### src/rtl/side_info_pkg.sv
// Shared widths, granule record type and FSM encoding for the mono
// Layer III side-info packer.
package side_info_pkg;

  localparam int SI_BYTES_MONO = 17;
  localparam int SI_BITS       = SI_BYTES_MONO * 8;
  localparam int GR_BITS       = 59;
  localparam int NUM_GR        = 2;

  localparam int MDB_W   = 9;
  localparam int PRIV_W  = 5;
  localparam int SCFSI_W = 4;
  localparam int P23_W   = 12;
  localparam int BV_W    = 9;
  localparam int GG_W    = 8;
  localparam int SFC_W   = 4;
  localparam int BT_W    = 2;
  localparam int TS_W    = 5;
  localparam int SBG_W   = 3;
  localparam int R0_W    = 4;
  localparam int R1_W    = 3;
  localparam int VAR_W   = 22;
  localparam int CNT_W   = 5;

  // All per-granule fields; the packer picks which ones land in the record.
  typedef struct packed {
    logic [P23_W-1:0]        part2_3_length;
    logic [BV_W-1:0]         big_values;
    logic [GG_W-1:0]         global_gain;
    logic [SFC_W-1:0]        scalefac_compress;
    logic                    window_switching_flag;
    logic [BT_W-1:0]         block_type;
    logic                    mixed_block_flag;
    logic [2:0][TS_W-1:0]    table_select;
    logic [2:0][SBG_W-1:0]   subblock_gain;
    logic [R0_W-1:0]         region0_count;
    logic [R1_W-1:0]         region1_count;
    logic                    preflag;
    logic                    scalefac_scale;
    logic                    count1table_select;
  } granule_t;

  typedef enum logic [1:0] {IDLE, SEND, DONE} state_t;

endpackage

### src/rtl/side_info_packer_granule.sv
// Combinational packing of one granule into its 59-bit record, MSB first.
import side_info_pkg::*;

module granule_packer (
  input  granule_t           gr,
  output logic [GR_BITS-1:0] rec
);

  logic [VAR_W-1:0] var_f;

  // 22-bit variant field: block-switched layout vs. region layout.
  always_comb begin
    var_f = '0;
    if (gr.window_switching_flag)
      var_f = {gr.block_type, gr.mixed_block_flag,
               gr.table_select[0], gr.table_select[1],
               gr.subblock_gain[0], gr.subblock_gain[1], gr.subblock_gain[2]};
    else
      var_f = {gr.table_select[0], gr.table_select[1], gr.table_select[2],
               gr.region0_count, gr.region1_count};
  end

  assign rec = {gr.part2_3_length, gr.big_values, gr.global_gain,
                gr.scalefac_compress, gr.window_switching_flag, var_f,
                gr.preflag, gr.scalefac_scale, gr.count1table_select};

endmodule

### src/rtl/side_info_packer.sv
// Packs two granules of mono side info into 17 bytes and streams them
// MSB first over the axiod/axiov/axiir byte bus.
import side_info_pkg::*;

module side_info_packer (
  input  logic                        clk,
  input  logic                        rst,
  input  logic                        start,
  input  logic [MDB_W-1:0]            main_data_begin,
  input  logic [PRIV_W-1:0]           private_bits,
  input  logic [SCFSI_W-1:0]          scfsi,
  input  logic [1:0][P23_W-1:0]       part2_3_length,
  input  logic [1:0][BV_W-1:0]        big_values,
  input  logic [1:0][GG_W-1:0]        global_gain,
  input  logic [1:0][SFC_W-1:0]       scalefac_compress,
  input  logic [1:0]                  window_switching_flag,
  input  logic [1:0][BT_W-1:0]        block_type,
  input  logic [1:0]                  mixed_block_flag,
  input  logic [1:0][2:0][TS_W-1:0]   table_select,
  input  logic [1:0][2:0][SBG_W-1:0]  subblock_gain,
  input  logic [1:0][R0_W-1:0]        region0_count,
  input  logic [1:0][R1_W-1:0]        region1_count,
  input  logic [1:0]                  preflag,
  input  logic [1:0]                  scalefac_scale,
  input  logic [1:0]                  count1table_select,
  output logic [7:0]                  axiod,
  output logic                        axiov,
  input  logic                        axiir,
  output logic                        busy,
  output logic                        done
);

  localparam int SI_BYTES = SI_BYTES_MONO;

  granule_t [NUM_GR-1:0]               gr;
  logic     [NUM_GR-1:0][GR_BITS-1:0]  rec;
  logic     [SI_BITS-1:0]              packed_v;
  logic     [SI_BITS-1:0]              shreg;
  logic     [CNT_W-1:0]                cnt;
  state_t                              state;

  for (genvar g = 0; g < NUM_GR; g++) begin : g_gr
    assign gr[g] = '{part2_3_length:        part2_3_length[g],
                     big_values:            big_values[g],
                     global_gain:           global_gain[g],
                     scalefac_compress:     scalefac_compress[g],
                     window_switching_flag: window_switching_flag[g],
                     block_type:            block_type[g],
                     mixed_block_flag:      mixed_block_flag[g],
                     table_select:          table_select[g],
                     subblock_gain:         subblock_gain[g],
                     region0_count:         region0_count[g],
                     region1_count:         region1_count[g],
                     preflag:               preflag[g],
                     scalefac_scale:        scalefac_scale[g],
                     count1table_select:    count1table_select[g]};
    granule_packer u_granule_packer (.gr(gr[g]), .rec(rec[g]));
  end

  // scfsi band 0 is the first bit on the wire.
  assign packed_v = {main_data_begin, private_bits,
                     scfsi[0], scfsi[1], scfsi[2], scfsi[3],
                     rec[0], rec[1]};

  // The top byte of the shift register is the byte on the bus; it drains
  // to zero, so axiod reads 0 whenever nothing is being sent.
  assign axiod = shreg[SI_BITS-1 -: 8];

  // Frame FSM: latch on start, shift one byte per handshake, pulse done.
  always_ff @(posedge clk) begin
    if (rst) begin
      state <= IDLE;
      shreg <= '0;
      cnt   <= '0;
      axiov <= 1'b0;
      busy  <= 1'b0;
      done  <= 1'b0;
    end else begin
      done <= 1'b0;
      unique case (state)
        IDLE: begin
          if (start) begin
            shreg <= packed_v;
            cnt   <= '0;
            axiov <= 1'b1;
            busy  <= 1'b1;
            state <= SEND;
          end
        end
        SEND: begin
          if (axiir) begin
            shreg <= {shreg[SI_BITS-9:0], 8'h00};
            cnt   <= cnt + CNT_W'(1);
            if (cnt == CNT_W'(SI_BYTES - 1)) begin
              axiov <= 1'b0;
              done  <= 1'b1;
              state <= DONE;
            end
          end
        end
        DONE: begin
          busy  <= 1'b0;
          state <= IDLE;
        end
        default: state <= IDLE;
      endcase
    end
  end

endmodule

### config.mk
export PLATFORM = sky130hd
export DESIGN_NAME = side_info_packer
export DESIGN_NICKNAME = d
export VERILOG_FILES = /design/src/rtl/side_info_pkg.sv /design/src/rtl/side_info_packer_granule.sv /design/src/rtl/side_info_packer.sv
export SDC_FILE = /design/constraint.sdc
export NUM_CORES = 1
export LEC_CHECK = 0
export ABC_AREA = 1
export ABC_CLOCK_PERIOD_IN_PS = 1500
export BUFFER_PORTS_ARGS = -buffer_cell sky130_fd_sc_hd__buf_2
export CORE_MARGIN = 5
export CORE_UTILIZATION = 38
export CTS_BUF_LIST = sky130_fd_sc_hd__clkbuf_4
export DETAILED_ROUTE_END_ITERATION = 10
export PLACE_DENSITY = 0.59
export SYNTH_ARGS = -nofsm -noshare
export SYNTH_HDL_FRONTEND = slang
export SYNTH_HIERARCHICAL = 1
export SYNTH_SLANG_ARGS = --single-unit
### constraint.sdc
create_clock -name clk -period 1.5 [get_ports clk]
set_input_delay 0 -clock clk [delete_from_list [all_inputs] [get_ports clk]]
set_output_delay 0 -clock clk [all_outputs]
set_load 0.05 [all_outputs]
Yosys cells after proc, flatten, opt, wreduce, memory -nomap -nowiden

Cells that the tools add are included.

Flip-flop bits (word level): 146

Add/sub/neg operators: 1
Equal/unequal tests: 6
Multiplexer cells: 18
Bitwise operators: 2
Reductions and logical operators: 8

Operators with widths:

| kind                | number |
|---|---|
| $mux 136            | 2 |
| $pmux 136 s2        | 1 |
| $mux 22             | 2 |
| $mux 5              | 2 |
| $pmux 5 s2          | 1 |
| $mux 2              | 3 |
| $ne 2x2->1 const B  | 3 |
| $reduce_and 3->1    | 2 |
| $add 5x1->5 const B | 1 |
| $eq 5x5->1 const B  | 1 |
| $mux 1              | 4 |
| $pmux 1 s2          | 2 |
| $pmux 2 s2          | 1 |
| $reduce_and 4->1    | 1 |
| $reduce_bool 2->1   | 2 |
| $reduce_or 3->1     | 1 |
| $eq 2x1->1 const B  | 1 |
| $eq 2x2->1 const B  | 1 |
| $logic_not 2->1     | 1 |
| $not 1->1           | 2 |
| $reduce_and 2->1    | 1 |

Depth between registers and ports, before layout

Gate-level depths: netlist of run 1.

Word-level depth: 4
Depth in mapped cells: 9

By module

Netlist of run 1, hierarchy kept.

By module, submodules not included:

| module           | instances | cells an instance | area an instance (µm²) |
|---|---|---|---|
| side_info_packer | 1         | 1075              | 6804.0 |
| granule_packer   | 2         | 108               | 566.8 |

Worst setup path before layout of run 1

Ideal clock, no wire load.

Kind: register to register
Start: register state[0]
End: register shreg[63]
Data arrival time: 1181 ps
Setup slack: 203 ps
Cell stages (with the launch flop): 9
Path buffers: 3
Path through: dfxtp_1 > nor2_1 > nand2_1 > nand2_2 > buf_6 > buf_6 > buf_2 > o21ai_0 > nor2_1

Word-level cells in the longest chain between the ends: 3
Elaborated cells on any way between the ends: 7

Ends and longest elaborated chain:

| item                                                             | RTL line               | source |
|---|---|---|
| start, declared                                                  | side_info_packer.sv:40 | `state_t state;` |
| start signal, assigned                                           | side_info_packer.sv:72 | `state <= IDLE;` |
| start signal, assigned                                           | side_info_packer.sv:87 | `state <= SEND;` |
| start signal, assigned                                           | side_info_packer.sv:97 | `state <= DONE;` |
| $eq 2x1->1 / $logic_not 2->1 (equally long branches)             | side_info_packer.sv:80 | `unique case (state)` |
| $ne 2x2->1 (no line) / $reduce_bool 2->1 (equally long branches) | -                      |  |
| $reduce_and 3->1 (no line)                                       | -                      |  |
| end signal, assigned                                             | side_info_packer.sv:83 | `shreg <= packed_v;` |
| end signal, assigned                                             | side_info_packer.sv:92 | `shreg <= {shreg[SI_BITS-9:0], 8'h00};` |
| end, declared                                                    | side_info_packer.sv:38 | `logic [SI_BITS-1:0] shreg;` |

Several ways; a longest one is shown, not always the timed one.
A chain may end at the register's enable or synchronous reset.

Final worst setup path of run 1

Start: input port window_switching_flag[0]
End: register shreg[70]

Word-level cells in the longest chain between the ends: 3

Ends and longest elaborated chain:

| item             | RTL line                       | source |
|---|---|---|
| start, declared  | side_info_packer.sv:16         | `input logic [1:0] window_switching_flag,` |
| $mux 22          | side_info_packer_granule.sv:14 | `if (gr.window_switching_flag)` |
| via packed_v[70] | side_info_packer.sv:37         | `logic [SI_BITS-1:0] packed_v;` |
| $mux 136         | side_info_packer.sv:82         | `if (start) begin` |
| $pmux 136 s2     | side_info_packer.sv:80         |  |

The timed path passes the listed nets, and every way through them passes these cells. The select of a mux whose other input is x is not followed.

==> results of run 1 <==
[cell type report]
type	count	share of cell area [%]
Antenna cell	1	0.0234
Clock buffer	18	1.27
Clock inverter	14	1.31
Inverter	14	0.738
Multi-Input combinational cell	969	36.6
Sequential cell	146	27.4
Tap cell	270	3.16
Timing Repair Buffer	385	29.4
[state kept, by name (all words and copies together), names as in the netlist]
register	cells
axiov	1
busy	1
cnt	5
done	1
shreg	136
state	2
[cells by family (layout without fill, tap and decap cells)]
kind of cell               after synthesis  count (layout)  share of synthesized area (%)
and+or+nand+nor                        820             821                           39.0
buffers and inverters                  177             431                           14.6
adders and majority gates                2               2                          0.315
DFF                                    146             146                           36.8
AOI/OAI and AO/OA                      146             146                           9.24
other                                    0               1                              0
[cell usage in the layout, fill, tap and decap left out, drive strengths merged]
cell	count
nand2	545
nor2	267
buf	199
dlygate4sd3	181
dfxtp	146
o21ai	132
clkbuf	22
a21oi	13
inv	12
clkinv	9
clkinvlp	5
nand3	5
nor3	2
ha	2
bufinv	2
diode	1
a21boi	1
or2	1
nand4	1
dlymetal6s4s	1
[final timing paths]
check / to / slack (ns) / depth (start not counted)
worst min-delay path: shreg[25]$_SDFFE_PP0P_ / 0.11 / 6
worst min register to register: shreg[4]$_SDFFE_PP0P_ / 0.47 / 2
worst max register to register: shreg[61]$_SDFFE_PP0P_ / 0.10 / 7
worst max-delay path: shreg[70]$_SDFFE_PP0P_ / 0.06 / 10
[through the flow]
| step | std cells | setup slack, ns | TNS [ns] | hold WS [ns] | power, W |
|---|---|---|---|---|---|
| after floorplan | 1291 | 0.203 | 0 | 0.0691 | 0.00596 |
| after global placement | 1597 | 0.0784 | 0 | 0.262 | 0.00639 |
| after detailed placement | 1597 | -0.00759 | -0.00984 | 0.258 | 0.00639 |
| after CTS | 1815 | 0.0482 | 0 | 0.0498 | 0.00929 |
| after global routing | 1817 | -0.00614 | -0.0242 | 0.108 | 0.00990 |
| final | 1817 | 0.0639 | 0 | 0.111 | 0.00929 |
[per-layer routing]
metal	track usage (%)	vias to the layer above	part of all wire, %
met5	0	-	0
met4	6.22	0	1.7
met3	2.99	33	4.6
met2	31.2	202	48
met1	24.7	3689	46
li1	-	4376	-
[critical path, delay by kind of cell]
family	cells	cell delay, ns
buf+inv	4	1.49
simple gates	6	0.43
[repair_timing]
action	CTS	global route
gates cloned	0	4
setup endpoints to repair	17	126
setup buffers	0	1
pin swaps	0	4
endpoints found under the hold margin	143	0
hold buffers	186	0
gates resized for setup	1	33
[power groups by stage]
| stage | logic, W | clock network [W] | registers (W) |
|---|---|---|---|
| 5_1_grt | 0.00271 | 0.00272 | 0.00447 |
| 3_3_place_gp | 0.00188 | 0 | 0.00450 |
| 4_1_cts | 0.00231 | 0.00256 | 0.00442 |
| 6_report | 0.00242 | 0.00245 | 0.00442 |
| 2_1_floorplan | 0.00149 | 0 | 0.00447 |
| 3_5_place_dp | 0.00189 | 0 | 0.00450 |
==> results.tsv, run 1 <==
stage	metric	value	unit
clock_network	clkTransAtPathRegs	0.12	ns
floorplanning	core	0.0204	mm^2
pwr	clkPwrFrac	26.4	%
yosys	synth_top_area_cell	dfxtp_1	
routing	drtPass1Iterations	5	
yosys	postSynthCellCount	1291	
routing	via_per_inst	4.57	
floorplanning	chipWidth	155	um
place	place_congestion	0.788	
yosys	synth-async-reset-ratio	0	%
critical_path	worstSetupEndpointType	flip-flop	
pwr	powerDensity	870	mW/mm^2
cells_and_area	design_area	0.0107	mm^2
critical_path	crit_start	window_switching_flag[0]	
pwr	p_switching	0.00294	W
yosys	ys_seq_area_share	36.8	%
flow_run	maxCapViolCount	0	
yosys	synth_cell_types	21	
clock_network	cts_buffers	17	
cells_and_area	utilization	52.3	%
routing	vias	8300	
critical_path	cp_data_arrival_time	1.91	ns
cells_and_area	area_growth	34.5	%
routing	wl_per_cell	13.1	um
global_route	globalRouteTotalUtil	18.7	%
global_route	grt_pass1_vias	7867	
yosys	syn_area	0.00794	mm^2
yosys	synth-main-ff-cell	dfxtp_1	
yosys	synth.area.top_cells	dfxtp_1, nand2_1, nor2_1	
yosys	synth_edf_count	0	
critical_path	cp-start-kind	primary input	
sta	slew_violations	0	
global_route	grt_pass1_wl	37.5	mm
floorplanning	initial_core_util	38.9	%
cells_and_area	drive_above_1_share	16.3	%
sta	worst_pin_slew	0.343	ns
pwr	p_comb_share	26.0	%
yosys	synthTopCellsByCount	nand2_1, nor2_1, dfxtp_1	
global_route	grt_overflow	0	
yosys	yosys_warnings	6	
pwr	switching_share	31.6	%
critical_path	path_max_fanout	20	
floorplanning	row_count	52	
cells_and_area	register_area	0.00293	mm^2
place	port_buffers	174	
critical_path	cp_slowest_cell	dlygate4sd3_1	
clock_network	clk_latency	0.54	ns
sta	hold_viol	0	
routing	wirelength	23.9	mm
critical_path	worstPathCellList	dlygate4sd3_1, clkbuf_4, buf_8, nand2_1, nand2_1, dlygate4sd3_1, nand2_1, nand2_1, nor2_1, nor2_1	
routing	drtIter0Drc	453	
floorplanning	die_h	155	um
pwr	power.internal	0.00636	W
critical_path	slowest_delay	0.56	ns
clock_network	tritoncts	yes	
yosys	yosys_register_bits	146	
routing	drc	0	
clock_network	root_buffer	clkbuf_4	
sta	finClkSkew	0.0192	ns
sta	fin_crit	1.44	ns
pwr	ir_worst_vdd	0.000428	V
cells_and_area	multi_input_area	0.00391	mm^2
critical_path	path_class	in -> reg	
floorplanning	die_area	0.0239	mm^2
sta	final-setup-viol-count	0	
routing	ant_nets	0	
sta	slew_headroom	77.1	%
critical_path	crit_top_cell	nand2_1	
critical_path	worstPathRequired	1.97	ns
run_status	status	finished, final reports clean	
critical_path	timing.rr.start	state[0]$_SDFFE_PP0P_	
sta	fmax	696	MHz
yosys	synth_nets	1457	
place	dp_hpwl	13.9	mm
clock_network	clk_path_buf_depth	2	
yosys	synth_top_area_share	36.8	%
clock_network	htreeDepth	4	
cells_and_area	fin_nets	1699	
cells_and_area	fillers	2058	
pwr	p_leak	5.37	nW
yosys	synth.most_common_cell	nand2_1	
pwr	seq_power_share	47.6	%
global_route	antenna_found_initial	1	
floorplanning	top_level_ports	175	
hold_path	min_from	window_switching_flag[1]	
hold_path	hp-class	in -> reg	
yosys	synthesis.area_per_instance	6.15	um^2
clock_network	clkSinkCount	146	
sta	post-route-period-util	95.7	%
global_route	grt_max_degree	72	
place	placed_area	0.00837	mm^2
Note: power is estimated with default switching activity, not from simulation.
==> inputs of run 2 (changes only) <==
--- a/config.mk
+++ b/config.mk
@@ -6,7 +6,7 @@
 export NUM_CORES = 1
 export LEC_CHECK = 0
 export ABC_AREA = 1
-export ABC_CLOCK_PERIOD_IN_PS = 1500
+export ABC_CLOCK_PERIOD_IN_PS = 1700
 export BUFFER_PORTS_ARGS = -buffer_cell sky130_fd_sc_hd__buf_2
 export CORE_MARGIN = 5
 export CORE_UTILIZATION = 38
@@ -17,3 +17,4 @@
 export SYNTH_HDL_FRONTEND = slang
 export SYNTH_HIERARCHICAL = 1
 export SYNTH_SLANG_ARGS = --single-unit
+export TNS_END_PERCENT = 1
==> constraint.sdc (replaced) <==
create_clock -name clk -period 1.7 [get_ports clk]
set_input_delay 0 -clock clk [delete_from_list [all_inputs] [get_ports clk]]
set_output_delay 0 -clock clk [all_outputs]
set_load 0.05 [all_outputs]
==> results.tsv, run 2 (synthesis results as in run 1) <==
stage	metric	value	unit	change
run_status	status	finished, violations left		
run_status	violations	setup timing		
cells_and_area	layout_commonest_cell	nand2_1		
clock_network	tritoncts	yes		
routing	ant_nets	0		unchanged
global_route	grt_max_degree	80		+11%
cells_and_area	largest-register	shreg		
critical_path	crit_top_cell	nand2_1		
floorplanning	top_level_ports	175		unchanged
sta	final-setup-viol-count	1		+1
place	place_congestion	0.807		+2.3%
critical_path	worstSetupEndpointType	flip-flop		
global_route	grt_pass1_wl	37.5	mm	unchanged
sta	hold_viol	0		unchanged
critical_path	crit_start	mixed_block_flag[1]		
place	dp_hpwl	13.7	mm	-1.7%
place	port_buffers	174		unchanged
critical_path	worstPathCellList	dlygate4sd3_1, buf_2, nand2_1, dlygate4sd3_1, nand2_1, dlygate4sd3_1, nand2_1, nand2_1, nor2_1, nor2_1		
critical_path	r2r_cells	6		-1
hold_path	hp-class	in -> reg		
place	dp_slack	0.156	ns	+0.163 ns
floorplanning	die_h	155	um	unchanged
clock_network	cts_buffers	17		unchanged
critical_path	worstPathRequired	2.14	ns	+0.17 ns
cells_and_area	layout_common_cells	nand2_1, nor2_1, dlygate4sd3_1, buf_2, dfxtp_1		
sta	slew_violations	0		unchanged
global_route	grt_pass1_vias	7811		-0.71%
clock_network	clk_latency	0.53	ns	about the same
clock_network	htreeDepth	4		unchanged
routing	drtPass1Iterations	5		unchanged
critical_path	crit_cells	10		unchanged
place	placed_cells	1592		-0.31%
critical_path	timing.rr.start	cnt[0]$_SDFFE_PP0P_		
clock_network	clkSinkCount	146		unchanged
sta	worst_pin_slew	0.396	ns	+0.0526 ns
global_route	grt_overflow	0		unchanged
routing	vias	8120		-2.2%
global_route	antenna_found_initial	1		unchanged
floorplanning	die_area	0.0239	mm^2	unchanged
sta	post-route-period-util	101	%	
floorplanning	chipWidth	155	um	unchanged
pwr	powerDensity	786	mW/mm^2	-9.7%
routing	wl_per_cell	12.7	um	-3.6%
cells_and_area	largest_reg_flops	136		unchanged
pwr	power	0.00821	W	-12%
critical_path	path_delay_family	buffers and inverters		
critical_path	crit_buf_inv	4		unchanged
cells_and_area	drive_above_1_share	15.1	%	-1.2 points
cells_and_area	area_growth	31.6	%	
clock_network	clkTransAtPathRegs	0.12	ns	about the same
clock_network	root_buffer	clkbuf_4		
routing	via_per_inst	4.50		-1.5%
critical_path	reg2reg_to	state[0]$_SDFFE_PP0P_		
routing	drc	0		unchanged
critical_path	cp_slowest_cell	dlygate4sd3_1		
clock_network	clk_path_buf_depth	2		unchanged
cells_and_area	instances_no_fill	1804		-0.72%
floorplanning	row_count	52		unchanged
routing	wirelength	22.9	mm	-4.3%
critical_path	r2r_slack	0.07	ns	-0.03 ns
cells_and_area	top_regs	shreg: 136 flops, cnt: 5 flops, state: 2 flops		
sta	fin_crit	1.71	ns	
floorplanning	initial_core_util	38.9	%	unchanged
sta	rsz0062_at_grt	yes		
sta	fmax	585	MHz	
flow_run	maxCapViolCount	0		unchanged
critical_path	path_class	in -> reg		
routing	drtIter0Drc	516		+14%
floorplanning	core	0.0204	mm^2	unchanged
global_route	globalRouteTotalUtil	18.8	%	+0.12 points
critical_path	path_max_fanout	1		-95%
critical_path	endpoint	shreg[22]$_SDFFE_PP0P_		
cells_and_area	multi_input_area	0.00386	mm^2	-1.2%
critical_path	cp-start-kind	primary input		
cells_and_area	fillers	2064		+0.29%
pwr	p_leak	5.28	nW	-1.6%
sta	slew_headroom	73.6	%	-3.5 points
pwr	ir_worst_vdd	0.000357	V	-17%
clock_network	cts_setup_buffers	0		unchanged
cells_and_area	fin_nets	1686		-0.77%
sta	setup_tns	-0.00977	ns	-0.00977 ns
sta	finalWorstSetupSlack	-0.00977	ns	-0.0737 ns
sta	finClkSkew	0.0160	ns	-0.00319 ns
critical_path	cp_data_arrival_time	2.15	ns	+0.24 ns
critical_path	slowest_delay	0.56	ns	about the same
cells_and_area	register_area	0.00292	mm^2	-0.13%
[run 2: worst reg2reg max path, cell delays in order (launching register included)]
cell           delay (ns)
dfxtp_1              0.34
inv_1                0.09
ha_1                 0.16
nand3_1              0.16
o21ai_1              0.17
dlygate4sd3_1        0.58
inv_1                0.04
[run 2: layer usage]
layer	up-vias	GRT usage, %	wire length [um]
met3	36	3.49	905
met4	0	5.89	430
li1	4340	-	-
met2	201	30.6	10700
met5	-	0	0
met1	3543	25.4	10900
[run 2: report_power, final]
part / leakage [nW] / switching, W / internal [W] / total [W]
Combinational: 3.92 / 0.00111 / 0.000925 / 0.00203
Sequential: 1.21 / 0.000156 / 0.00374 / 0.00390
Clock: 0.150 / 0.00128 / 0.00100 / 0.00228
[run 2: worst min-delay path by stage]
stage                                        start                     end  slack, ns  depth (start not counted)
after floorplan                                rst       busy$_SDFFE_PP0P_       0.07                          1
final                     window_switching_flag[1]  shreg[25]$_SDFFE_PP0P_       0.14                          6
after global placement           scalefac_scale[1]   shreg[1]$_SDFFE_PP0P_       0.26                          3
after detailed placement         scalefac_scale[1]   shreg[1]$_SDFFE_PP0P_       0.26                          3
after global routing      window_switching_flag[1]  shreg[25]$_SDFFE_PP0P_       0.10                          6
after CTS                 window_switching_flag[1]  shreg[25]$_SDFFE_PP0P_       0.06                          6
[run 2: what timing repair did]
| action | 4_1_cts | 5_1_grt |
|---|---|---|
| hold buffers | 180 | 0 |
| setup endpoints to repair | 0 | 64 |
| hold endpoints to repair | 143 | 0 |
| resized for setup | 0 | 3 |
[run 2: through the flow]
step           hold WS, ns  util [%]  cell area [um^2]
2_1_floorplan       0.0691         -              7940
3_3_place_gp         0.258      40.9              8360
3_5_place_dp         0.260      40.9              8360
4_1_cts             0.0594      51.2             10500
5_1_grt              0.102      51.1             10400
6_report             0.139      51.1             10400
[run 2: final cells by class]
cell class | count | share of cell area [%]
Sequential cell | 146 | 28.0
Inverter | 14 | 0.563
Clock inverter | 15 | 1.58
Timing Repair Buffer | 373 | 28.4
Tap cell | 270 | 3.23
Clock buffer | 17 | 1.22
Multi-Input combinational cell | 968 | 37.0
Antenna cell | 1 | 0.0240
==> inputs of run 3 (changes only) <==
--- a/config.mk
+++ b/config.mk
@@ -12,7 +12,7 @@
 export CORE_UTILIZATION = 38
 export CTS_BUF_LIST = sky130_fd_sc_hd__clkbuf_4
 export DETAILED_ROUTE_END_ITERATION = 10
-export PLACE_DENSITY = 0.59
+export REMOVE_ABC_BUFFERS = 1
 export SYNTH_ARGS = -nofsm -noshare
 export SYNTH_HDL_FRONTEND = slang
 export SYNTH_HIERARCHICAL = 1
==> results.tsv, run 3 (synthesis results as in run 1) <==
stage	metric	value	unit	change
run_status	status	finished, final reports clean		
cells_and_area	layout_commonest_cell	nand2_1		
critical_path	worstSetupEndpointType	flip-flop		
global_route	grt_overflow	0		unchanged
sta	post-route-period-util	92.2	%	-8.3 points
cells_and_area	layout_common_cells	nand2_1, nor2_1, dlygate4sd3_1, buf_2, dfxtp_1		
place	place_congestion	0.757		-6.2%
clock_network	cts_buffers	17		unchanged
global_route	grt_max_degree	132		+65%
flow_run	maxCapViolCount	0		unchanged
clock_network	clkTransAtPathRegs	0.13	ns	about the same
clock_network	htreeDepth	4		unchanged
clock_network	clkSinkCount	146		unchanged
cells_and_area	area_growth	30.8	%	
cells_and_area	drive_above_1_share	15.2	%	+0.055 points
routing	drc	0		unchanged
sta	hold_viol	0		unchanged
cells_and_area	fin_nets	1687		+0.059%
place	dp_slack	0.156	ns	-0.000131 ns
routing	vias	8232		+1.4%
sta	rsz0062_at_grt	no		
cells_and_area	top_regs	shreg: 136 flops, cnt: 5 flops, state: 2 flops		
routing	wirelength	22.0	mm	-3.7%
floorplanning	chipWidth	155	um	unchanged
sta	fin_crit	1.57	ns	-0.142 ns
critical_path	path_class	reg -> reg		
cells_and_area	largest-register	shreg		
floorplanning	die_area	0.0239	mm^2	unchanged
sta	finalWorstSetupSlack	0.132	ns	+0.142 ns
floorplanning	initial_core_util	38.9	%	unchanged
place	port_buffers	174		unchanged
critical_path	cp-start-kind	flip-flop		
routing	drtPass1Iterations	5		unchanged
cells_and_area	fillers	2092		+1.4%
global_route	globalRouteTotalUtil	18.0	%	-0.81 points
clock_network	cts_setup_buffers	0		unchanged
hold_path	hp-class	in -> reg		
routing	via_per_inst	4.56		+1.2%
floorplanning	core	0.0204	mm^2	unchanged
clock_network	root_buffer	clkbuf_4		
global_route	grt_pass1_wl	36.5	mm	-2.5%
floorplanning	die_h	155	um	unchanged
pwr	p_leak	5.25	nW	-0.52%
sta	final-setup-viol-count	0		-1
sta	holdWs	0.103	ns	-0.0363 ns
floorplanning	row_count	52		unchanged
cells_and_area	utilization	50.8	%	-0.32 points
global_route	antenna_found_initial	4		+3
routing	wl_per_cell	12.2	um	-3.9%
pwr	powerDensity	762	mW/mm^2	-3.0%
routing	drtIter0Drc	535		+3.7%
global_route	grt_pass1_vias	7691		-1.5%
routing	ant_nets	0		unchanged
critical_path	cp_data_arrival_time	2.01	ns	-0.14 ns
critical_path	path_max_fanout	3		+2
sta	slew_violations	0		unchanged
cells_and_area	largest_reg_flops	136		unchanged
critical_path	worstPathRequired	2.14	ns	about the same
clock_network	clk_latency	0.54	ns	about the same
pwr	ir_worst_vdd	0.000347	V	-2.8%
floorplanning	top_level_ports	175		unchanged
sta	slew_headroom	63.0	%	-11 points
sta	fmax	638	MHz	+9.0%
sta	finClkSkew	0.0209	ns	+0.00491 ns
clock_network	clk_path_buf_depth	2		unchanged
sta	worst_pin_slew	0.555	ns	+0.159 ns
clock_network	tritoncts	yes		
place	dp_hpwl	12.7	mm	-7.2%
## run 3: critical path, cell delays in order (launching register included)
cell	delay [ns]
dfxtp_1	0.35
inv_1	0.09
ha_1	0.16
nand3_1	0.14
o21ai_1	0.15
dlygate4sd3_1	0.57
inv_1	0.04
## run 3: layout make-up
class / count / area, um^2 / share of cell area (%)
antenna: 3 / 7.51 / 0.0723
multi-input combinational: 968 / 3860 / 37.2
tap: 270 / 338 / 3.25
sequential: 146 / 2920 / 28.2
timing repair buffer: 374 / 2940 / 28.3
clock inverter: 14 / 114 / 1.10
clock buffer: 18 / 135 / 1.30
inverter: 14 / 58.8 / 0.567
## run 3: metrics by stage
stage | power (W) | TNS [ns] | instances | instance area (um^2)
6_report | 0.00791 | 0 | 1807 | 10400
5_1_grt | 0.00846 | 0 | 1807 | 10400
4_1_cts | 0.00800 | 0 | 1804 | 10400
3_5_place_dp | 0.00560 | 0 | 1594 | 8330
3_3_place_gp | 0.00559 | 0 | 1594 | 8330
2_1_floorplan | 0.00497 | -351.34 | 1128 | 6830
## run 3: repair_timing
action	CTS	global route
hold buffers	178	0
gates resized for setup	0	3
endpoints found under the hold margin	143	0
setup endpoints to repair	0	13
## run 3: final timing paths
kind,slack (ns),end,start,cells past startpoint
setup / recovery,0.13,state[0]$_SDFFE_PP0P_,cnt[0]$_SDFFE_PP0P_,6
hold / removal,0.10,shreg[84]$_SDFFE_PP0P_,window_switching_flag[0],6
setup reg to reg,0.13,state[0]$_SDFFE_PP0P_,cnt[0]$_SDFFE_PP0P_,6
hold reg to reg,0.47,shreg[2]$_SDFFE_PP0P_,shreg[2]$_SDFFE_PP0P_,2
## run 3: report_power, final
part	switching, W	total (W)	internal [W]	leakage, nW
Combinational	0.00108	0.00199	0.000914	3.91
Sequential	0.000145	0.00389	0.00374	1.21
Clock	0.00130	0.00203	0.000734	0.133
## run 3: layer usage
metal	wire length, um	share of wire (%)	vias up	track usage (%)
met5	7	0.032	-	0
met4	186	0.85	2	3.91
met3	1300	5.9	19	4.36
met2	9830	45	204	28.5
met1	10700	49	3665	25.0
li1	-	-	4342	-
